===== config.mk =====
export PLATFORM = sky130hd
export DESIGN_NAME = reg_file
export DESIGN_NICKNAME = d
export VERILOG_FILES = /design/src/rtl/frost_pkg.sv /design/src/rtl/reg_file.sv
export SDC_FILE = /design/constraint.sdc
export NUM_CORES = 1
export LEC_CHECK = 0
export ABC_AREA = 0
export CAP_MARGIN = 20
export CORE_MARGIN = 2
export CORE_UTILIZATION = 35
export CTS_CLUSTER_DIAMETER = 150
export CTS_CLUSTER_SIZE = 25
export DETAILED_ROUTE_END_ITERATION = 6
export PLACE_DENSITY = 0.46
export SLEW_MARGIN = 10
export SYNTH_ARGS = -nofsm -noshare
export SYNTH_HDL_FRONTEND = slang
export SYNTH_SLANG_ARGS = --single-unit
export TNS_END_PERCENT = 5

===== constraint.sdc =====
create_clock -name clk -period 8.7 [get_ports clk]
set_input_delay 1.74 -clock clk [delete_from_list [all_inputs] [get_ports clk]]
set_output_delay 1.74 -clock clk [all_outputs]
set_load 0.01 [all_outputs]

===== src/rtl/frost_pkg.sv =====
// Shared core constants: data width, register address width and the opcodes
// the control unit decodes.
package frost_pkg;

  localparam int unsigned XLEN   = 32;
  localparam int unsigned REG_AW = 5;

  localparam logic [6:0] OP_IMM = 7'b0010011;

endpackage


===== src/rtl/reg_file.sv =====
// Register file: NREGS x XLEN, two registered read ports, one write port.
// After reset the array is zeroed one entry per cycle before strobes are honoured.
module reg_file #(
  parameter int unsigned XLEN  = frost_pkg::XLEN,
  parameter int unsigned NREGS = 32
) (
  input  logic                        clk,
  input  logic                        reset,
  input  logic                        re1,
  input  logic                        re2,
  input  logic [frost_pkg::REG_AW-1:0] rs1,
  input  logic [frost_pkg::REG_AW-1:0] rs2,
  input  logic                        we,
  input  logic [frost_pkg::REG_AW-1:0] rd,
  input  logic [XLEN-1:0]             wd,
  output logic [XLEN-1:0]             rd1,
  output logic [XLEN-1:0]             rd2,
  output logic                        ready
);

  localparam int unsigned AW = frost_pkg::REG_AW;
  localparam logic [AW-1:0] LastIdx = AW'(NREGS - 1);

  typedef enum logic [0:0] {StClear, StRun} state_e;

  state_e          state_q, state_d;
  logic [AW-1:0]   ptr_q, ptr_d;
  logic            ready_q, ready_d;
  logic [XLEN-1:0] rd1_q, rd1_d;
  logic [XLEN-1:0] rd2_q, rd2_d;

  logic [XLEN-1:0] mem [NREGS];

  logic            mem_we;
  logic [AW-1:0]   mem_waddr;
  logic [XLEN-1:0] mem_wdata;
  logic            user_wr;
  logic [XLEN-1:0] rdata1, rdata2;

  // A real write only lands in RUN and never targets x0.
  assign user_wr = (state_q == StRun) && we && (rd != '0);

  // Read data with x0 forced to zero and write-first bypass per port.
  always_comb begin
    rdata1 = mem[rs1];
    rdata2 = mem[rs2];
    if (user_wr && (rd == rs1)) rdata1 = wd;
    if (user_wr && (rd == rs2)) rdata2 = wd;
    if (rs1 == '0) rdata1 = '0;
    if (rs2 == '0) rdata2 = '0;
  end

  // Next-state: reset restarts the clear sweep; RUN serves strobes.
  always_comb begin
    state_d   = state_q;
    ptr_d     = ptr_q;
    ready_d   = ready_q;
    rd1_d     = rd1_q;
    rd2_d     = rd2_q;
    mem_we    = 1'b0;
    mem_waddr = rd;
    mem_wdata = wd;
    if (reset) begin
      state_d = StClear;
      ptr_d   = '0;
      ready_d = 1'b0;
      rd1_d   = '0;
      rd2_d   = '0;
    end else begin
      unique case (state_q)
        StClear: begin
          mem_we    = 1'b1;
          mem_waddr = ptr_q;
          mem_wdata = '0;
          ptr_d     = ptr_q + AW'(1);
          rd1_d     = '0;
          rd2_d     = '0;
          if (ptr_q == LastIdx) begin
            state_d = StRun;
            ready_d = 1'b1;
            ptr_d   = '0;
          end
        end
        StRun: begin
          mem_we = user_wr;
          if (re1) rd1_d = rdata1;
          if (re2) rd2_d = rdata2;
        end
        default: state_d = StClear;
      endcase
    end
  end

  // Control and output registers, synchronous reset handled in next-state logic.
  always_ff @(posedge clk) begin
    state_q <= state_d;
    ptr_q   <= ptr_d;
    ready_q <= ready_d;
    rd1_q   <= rd1_d;
    rd2_q   <= rd2_d;
  end

  // Storage array; no reset so it infers as plain RAM.
  always_ff @(posedge clk) begin
    if (mem_we) mem[mem_waddr] <= mem_wdata;
  end

  assign rd1   = rd1_q;
  assign rd2   = rd2_q;
  assign ready = ready_q;

endmodule

After elaboration in Yosys (flattened, before gate mapping). Memories as Yosys holds them, arrays and structs flattened. Cells that the tools add are included.

Bits in registers: 71. Bits in writable memories: 1024. Input bits: 52. Output and inout port bits: 65. Word-level logic and storage cells: 40. Memories: 1.

Memory list: mem (depth 32, bits a word 32, rd ports 2, clocked after memory_dff 0, write ports 1, RTL line reg_file.sv:32) `logic [XLEN-1:0] mem [NREGS];`.

Add/sub/neg operators: 1. Equality and inequality tests: 5. Muxes and demuxes: 19. Bitwise gates (word level): 1. Reductions and logical operators: 8.

Operators by type and width (number): 32-bit two-way mux (8); 32-bit one-hot mux with 2 select lines (2); 5-bit two-way mux (3); 5-bit == test (2); 5-bit logical NOT (2); 5-bit by 1-bit adder with 5-bit output, second input constant (1); 5-bit == test, second input constant (1); 1-bit two-way mux (5); 5-bit nonzero test (1); 1-bit logical AND (4); 2-bit != test, second input constant (2); 1-bit one-hot mux with 2 select lines (1); 2-bit AND reduction (1); 1-bit inverter (1).

Longest topological paths before layout. Gate-level depths: netlist of run 1.

Depth in word-level cells: 7. Gate-level depth with buffers: 9. Gate-level depth less buffers: 6.

Worst setup path before layout of run 1. OpenSTA, ideal clock, no wires.

Kind: input to register. Start point: input rd[3] in the netlist's numbering. End point: memory mem[13][0] (enable). Library setup time: 421 ps. Arrival: 4404 ps. Data required time: 8279 ps. Setup slack: 3875 ps. Cell stages on the path: 7. Buffers on the path: 2. Cell sequence: clkbuf_1 > or4_4 > o211a_1 > o2bb2ai_1 > or3b_2 > buf_2 > nor2_1.

Word-level cells in the longest chain between the ends: 6. Elaborated cells on any way between the ends: 8. Classes of those cells: mux: 6; reduce/logical: 2.

Ends and longest elaborated chain: from (decl) (RTL line reg_file.sv:14) `input logic [frost_pkg::REG_AW-1:0] rd,`; 5-bit nonzero test (RTL line reg_file.sv:41) `assign user_wr = (state_q == StRun) && we && (rd != '0);`; 1-bit logical AND (RTL line reg_file.sv:41); 1-bit one-hot mux with 2 select lines (RTL line reg_file.sv:70) `unique case (state_q)`; 1-bit two-way mux (RTL line reg_file.sv:63) `if (reset) begin`; 1-bit two-way mux (RTL line reg_file.sv:105) `if (mem_we) mem[mem_waddr] <= mem_wdata;`; 1-bit two-way mux (not written as such) (RTL line reg_file.sv:105); to (decl) (RTL line reg_file.sv:32).

Several ways; a longest one is shown, not always the timed one.

Final worst setup path of run 1.
Start point: input reset. End point: memory mem[0][27] (enable).

Word-level cells in the longest chain between the ends: 3. Elaborated cells on any way between the ends: 4. Classes of those cells: mux: 4.

Ends and longest elaborated chain: from (decl) (RTL line reg_file.sv:8) `input logic reset,`; 1-bit two-way mux (RTL line reg_file.sv:63); 1-bit two-way mux (RTL line reg_file.sv:105); 1-bit two-way mux (not written as such) (RTL line reg_file.sv:105).

Several ways; a longest one is shown, not always the timed one.

==> summary.md, run 1 <==
| Metric | Value |
|---|---|
| Status | finished clean |
| Top cells by area, synth | edfxtp_1 61%, mux4_2 19%, mux2i_1 4.5% |
| Final min period | 5250 ps |
| # clock sinks | 1095 |
| Final antenna-violating net count | 0 |
| Core Box Area | 143000 um^2 |
| RSZ-0062 raised after global routing | false |
| Main synth FF type | edfxtp_1 |
| Synth warnings | 0 |
| DRT Wirelength | 179 mm |
| Vias in the first global route | 29600 |
| Final number of setup-violating endpoints | 0 |
| Register clock-pin slew on the reported worst setup and hold paths | 100 ps |
| Netlist cell types | 55 |
| Post-synthesis net count | 2811 |
| Cell area power density | 173 nW/um^2 |
| Die height | 383 um |
| Maximum root-to-sink buffer count | 3 |
| GP Congestion | 0.828 |
| Post-CTS resize count | 0 |
| Setup TNS | 0 ps |
| Number of enable flip-flop cells after synthesis | 1024 |
| CP max FO | 35 |
| Synthesized area | 50300 um^2 |
| Fmax | 191 MHz |
| Peak supply drop | 137 uV |
| Syn_area_per_cell | 18.3 um^2 |
| Final nets | 2863 |
| Initial Utilization | 35.2% |
| CTS tree | done |
| Sequential cell area fraction in the yosys report | 63.9% |
| Layout Skew | 26.1 ps |
| All-Layer GR Usage | 24.1% |
| Count leader, synth | edfxtp_1 |
| Worst-margin pin slew | 1160 ps |
| Place WS | 2790 ps |
| Initial antenna violation count | 5 |
| IO Count | 117 |
| Total grt overflow | 0 |
| CP Cell Sequence | clkdlybuf4s50_1 -> nor2_4 -> buf_4 -> mux2i_1 -> nand2_1 -> nor2_4 -> buf_4 |
| Fillers | 12900 |
| Static Leak | 17.5 nW |
| Crit end category | flop |
| Critical path class | input port to flop |
| WP data arrival | 5560 ps |
| Site row count | 139 |
| Drc violations | 0 |
| Die Width | 383 um |
| First-pass GRT wire length | 248 mm |
| Critical path's top delay family | buffers and inverters |
| Detail Placement HPWL | 111 mm |
| Vias per inst | 6.26 |
| Initial detailed-routing violation count | 4476 |
| Via Count | 29800 |
| Hold Vio Cnt, Final | 0 |
| Rel. slew slack | 20.4% |
| Worst Setup Start Kind | input port |
| # H-tree levels | 2 |
| Syn Inst Count | 2757 |
| Worst setup margin | 3450 ps |
| Fraction of layout cells with a size suffix above 1 | 25.2% |
| Pin count of the biggest net entering global routing | 101 |
| Die area | 147000 um^2 |
| Bufs and invs on worst path | 3 |
| Hold Buf Count CTS | 0 |
| Leading area contributor after synthesis | edfxtp_1 |
| Post-synth ARST share | 0% |
| Syn-to-layout area delta | 10.3% |
| Drt pass-1 iters | 6 |
| Wire per inst | 37.6 um |
| Number of synthesized register bits | 1095 |
| Worst Hold Class | flop to flop |
| Slowest cell on crit path | buf_4 |
| Root buffer cell | clkbuf_16 |
| Postcts setup bufs | 0 |
| Post-synth top area share | 61.1% |
| Max-cap violations | 0 |
| Worst Path Required | 9020 ps |
| Clock latency on the worst-skew pair | 700 ps |
| CTS Buf Count | 49 |
| Commonest cells in the netlist | 1024 x edfxtp_1, 434 x mux4_2, 224 x mux2i_1 |
| Final period util | 60.3% |
| I/O Buffers | 116 |
| Max stage delay on crit path | 710 ps |
| Slew Viols, Final | 0 |
==> report_power, final <==
| part | leakage (nW) | switching, W | internal (W) |
|---|---|---|---|
| Combinational | 6.87 | 0.000624 | 0.000357 |
| Clock | 0.678 | 0.00169 | 0.00112 |
| Sequential | 9.94 | 0.0000219 | 0.00580 |
| Total | 17.5 | 0.00234 | 0.00727 |
==> kinds of logic (layout without fill, tap and decap cells) <==
family / count (synthesis) / count (layout) / synth area share, %
DFF: 1095 / 1095 / 63.9
muxes: 692 / 692 / 24.6
AOI/OAI and AO/OA: 424 / 424 / 6.14
and+or+nand+nor: 310 / 310 / 2.96
buffers and inverters: 224 / 316 / 2.10
xor gates and xnor gates: 10 / 10 / 0.174
adders and majority gates: 2 / 2 / 0.0497
other: 0 / 2 / 0
==> path summary, 6_finish.rpt <==
kind,startpoint,endpoint,slack (ps),cells after the start
hold / removal,rd1[7],rd1[7],480,2
hold reg to reg,rd1[7],rd1[7],480,2
setup / recovery,reset,mem[0][27],3450,7
setup reg to reg,state_q,mem[0][27],4720,6
==> placed cells by master, fill, tap and decap left out, types with 13 or more instances in the layout <==
cell             Yosys  layout
edfxtp_1          1024    1024
mux4_2             434     434
mux2i_1            224     224
a22oi_1            153     153
clkdlybuf4s50_1      0     107
buf_4               17     104
nand3_1            101     101
nand2_1             91      91
o21ai_0             80      79
dfxtp_1             71      71
clkbuf_16            0      51
clkbuf_1           101      38
nor2_4               0      35
mux2_2              34      34
nor2b_1             40      24
a211oi_1            24      24
o22ai_1             19      19
a22o_1              19      19
a21o_1              19      19
a2bb2oi_1           14      14
o221a_2             13      13
a221oi_1            13      13
o2111ai_1           13      13
==> flip-flops by register name (all words and copies together), names as in the netlist <==
signal and count:
mem 1024, rd1 32, rd2 32, ptr_q 5, ready 1, state_q 1
==> through the flow <==
stage | util [%] | hold WS, ps | cell area, um^2 | power [W] | cells
detailed placement | 37.8 | 459 | 54100 | 0.00691 | 4661
global placement | 37.8 | 459 | 54100 | 0.00690 | 4659
floorplan | - | 503 | 50300 | 0.00651 | 2757
global route | 38.8 | 515 | 55500 | 0.00989 | 4752
CTS | 38.8 | 486 | 55500 | 0.00969 | 4752
finish | 38.8 | 485 | 55500 | 0.00961 | 4754
==> layer usage <==
metal / track usage [%] / wire, um / up-vias
li1: - / - / 11800
met1: 36.7 / 79100 / 16200
met5: 0 / 0 / -
met4: 5.42 / 4160 / 0
met2: 35.8 / 79200 / 1572
met3: 4.41 / 16500 / 203
==> tightest hold or removal path: stages, from the launching register on <==
cell,delay (ps)
dfxtp_1,340
a22oi_1,60
nand2_1,50
==> area by class of cell <==
class / instances / area (um^2) / share of cell area, %
Sequential cell: 1095 / 32200 / 57.9
Multi-Input combinational cell: 1438 / 17500 / 31.5
Tap cell: 1903 / 2380 / 4.29
Timing Repair Buffer: 223 / 2040 / 3.68
Clock buffer: 89 / 1420 / 2.56
Clock inverter: 2 / 16.3 / 0.0293
Inverter: 2 / 7.51 / 0.0135
Antenna cell: 2 / 5.00 / 0.00901
No activity file was read; power rests on OpenSTA's default activity.
==> run 2, diff against run 1 <==
PLACE_DENSITY = 0.48   (was 0.46)
clock period = 4.62 ns   (was 8.7 ns; I/O delays follow)
==> run 2 against run 1 <==
  * Sequential power up 89%
  * Register-to-register slack worse by 3300 ps
  * Die area unchanged
  * Sequential share of layout area down 1.1 points
  * Global-route usage down 0.36 points
  * Largest power group unchanged
==> summary.md, run 2 (synthesized netlist as in run 1, its figures left out) <==
| Metric | Value |
|---|---|
| I/O Buffers | 116 (unchanged) |
| Peak supply drop | 261 uV (+91%) |
| DRT Wirelength | 177 mm (-1.1%) |
| Final number of setup-violating endpoints | 0 (unchanged) |
| Cell area power density | 320 nW/um^2 (+85%) |
| Postcts setup bufs | 0 (unchanged) |
| Total grt overflow | 0 (unchanged) |
| All-Layer GR Usage | 23.8% (-0.36 points) |
| # clock sinks | 1095 (unchanged) |
| Maximum root-to-sink buffer count | 3 (unchanged) |
| Die area | 147000 um^2 (unchanged) |
| Hold Vio Cnt, Final | 0 (unchanged) |
| Final instance area | 56600 um^2 (+2.0%) |
| Initial Utilization | 35.2% (unchanged) |
| Post-CTS resize count | 0 (unchanged) |
| Worst R2R Setup Slack | 1470 ps (-3250 ps) |
| Core Box Area | 143000 um^2 (unchanged) |
| Via Count | 30100 (+1.2%) |
| Setup TNS | 0 ps (unchanged) |
| First-pass GRT wire length | 246 mm (-0.80%) |
| RSZ-0062 raised after global routing | false |
| Worst Setup Start Kind | input port |
| Drt pass-1 iters | 5 (-1) |
| Commonest non-fill, non-tap cell in the layout | edfxtp_1 |
| Fmax | 291 MHz |
| Fillers | 12800 (-1.0%) |
| R2r endpoint | mem[28][29] |
| Largest register FFs | 1024 (unchanged) |
| Hold Startpoint | rd1[16] |
| Drc violations | 0 (unchanged) |
| Final nets | 2960 (+3.4%) |
| Vias per inst | 6.21 (-0.78%) |
| Hold path depth | 2 (unchanged) |
| Rel. slew slack | 33.1% (+13 points) |
| # H-tree levels | 2 (unchanged) |
| Critical path class | input port to flop |
| Layout Skew | 41.0 ps (+14.9 ps) |
| CTS tree | done |
| Final min period | 3430 ps |
| Post-DP Area | 55200 um^2 (+2.0%) |
| Status | finished clean |
| IO Count | 117 (unchanged) |
| Clock latency on the worst-skew pair | 700 ps (about the same) |
| Most frequent cells in the layout | 1024 x edfxtp_1, 434 x mux4_2, 224 x mux2i_1, 171 x buf_4, 153 x a22oi_1 |
| Worst Hold Class | flop to flop |
| Pin count of the biggest net entering global routing | 56 (-45%) |
| Final period util | 74.3% |
| Wire per inst | 36.5 um (-3.1%) |
| Static Leak | 18.1 nW (+3.4%) |
| Area occupied by multi-input gates | 17500 um^2 (about the same) |
| Crit end category | flop |
| Initial detailed-routing violation count | 4103 (-8.3%) |
| Root buffer cell | clkbuf_16 |
| Reg2Reg Depth | 6 (unchanged) |
| Reg-to-Reg Start | state_q |
| Max-cap violations | 0 (unchanged) |
| Largest register by flop count | mem |
| Fraction of layout cells with a size suffix above 1 | 27.5% (+2.3 points) |
| GP Congestion | 0.833 (+0.60%) |
| Slew Viols, Final | 0 (unchanged) |
| Final antenna-violating net count | 0 (unchanged) |
| Die Width | 383 um (unchanged) |
| Die height | 383 um (unchanged) |
| CTS Buf Count | 49 (unchanged) |
| Worst-margin pin slew | 1000 ps (-159 ps) |
| Hold endpoint | rd1[16] |
| Detail Placement HPWL | 110 mm (-1.2%) |
| Hold Buf Count CTS | 0 (unchanged) |
| Seq. cell area | 32200 um^2 (unchanged) |
| Syn-to-layout area delta | 12.5% |
| Site row count | 139 (unchanged) |
| Initial antenna violation count | 7 (+2) |
| Vias in the first global route | 30300 (+2.4%) |
| WP data arrival | 3810 ps (-1750 ps) |
| Register clock-pin slew on the reported worst setup and hold paths | 110 ps (about the same) |
| Worst Path Required | 5000 ps (-4020 ps) |
| CP max FO | 20 (-43%) |
## run 2: cell count changes in the layout (fill, tap and decap cells not counted), sizes merged
cell,change
buf,+97
diode,-1
## run 2: worst max path at each step
stage | cells past startpoint | slack (ps) | from | endpoint
floorplan | 7 | 610 | rd[3] | mem[13][0]
global placement | 8 | 510 | rd[2] | mem[28][29]
detailed placement | 8 | 460 | rd[3] | mem[28][28]
CTS | 8 | 1180 | rd[3] | mem[28][6]
global route | 8 | 1050 | rd[3] | mem[28][5]
finish | 8 | 1190 | rd[2] | mem[28][29]
## run 2: cell type report
| cell class | count | area share (%) |
|---|---|---|
| sequential | 1095 | 56.8 |
| multi-input combinational | 1438 | 30.9 |
| timing repair buffer | 320 | 5.57 |
| tap | 1903 | 4.20 |
| clock buffer | 89 | 2.51 |
| clock inverter | 2 | 0.0287 |
| inverter | 2 | 0.0133 |
| antenna | 1 | 0.00442 |
## run 2: through the flow
step                      setup slack, ps  hold slack [ps]  power (W)  util (%)  instances
after floorplan                       611              503     0.0123         -       2757
final                                1190              484     0.0181      39.6       4850
after global routing                 1050              515     0.0186      39.6       4849
after global placement                514              457     0.0130      38.5       4755
after detailed placement              464              460     0.0130      38.5       4756
after CTS                            1180              489     0.0182      39.5       4847
## run 2: per-layer routing
metal / wire, um / part of all wire (%) / track usage [%]
met5: 0 / 0 / 0
met1: 78500 / 44 / 36.0
met2: 79200 / 45 / 35.9
met3: 15700 / 8.9 / 4.26
met4: 3600 / 2.0 / 4.69
## run 2: worst max-delay path: stages
cell and delay (ps):
clkdlybuf4s50_1 670, or4_4 210, o211a_1 260, o2bb2ai_1 190, nand3b_1 120, buf_4 240
nor2_4 790, buf_4 390
## run 2: report_power, final
part	switching [W]	leakage, nW	internal [W]
Sequential	0.0000397	9.94	0.0109
Clock	0.00317	0.678	0.00211
Combinational	0.00115	7.46	0.000731
Total	0.00436	18.1	0.0138
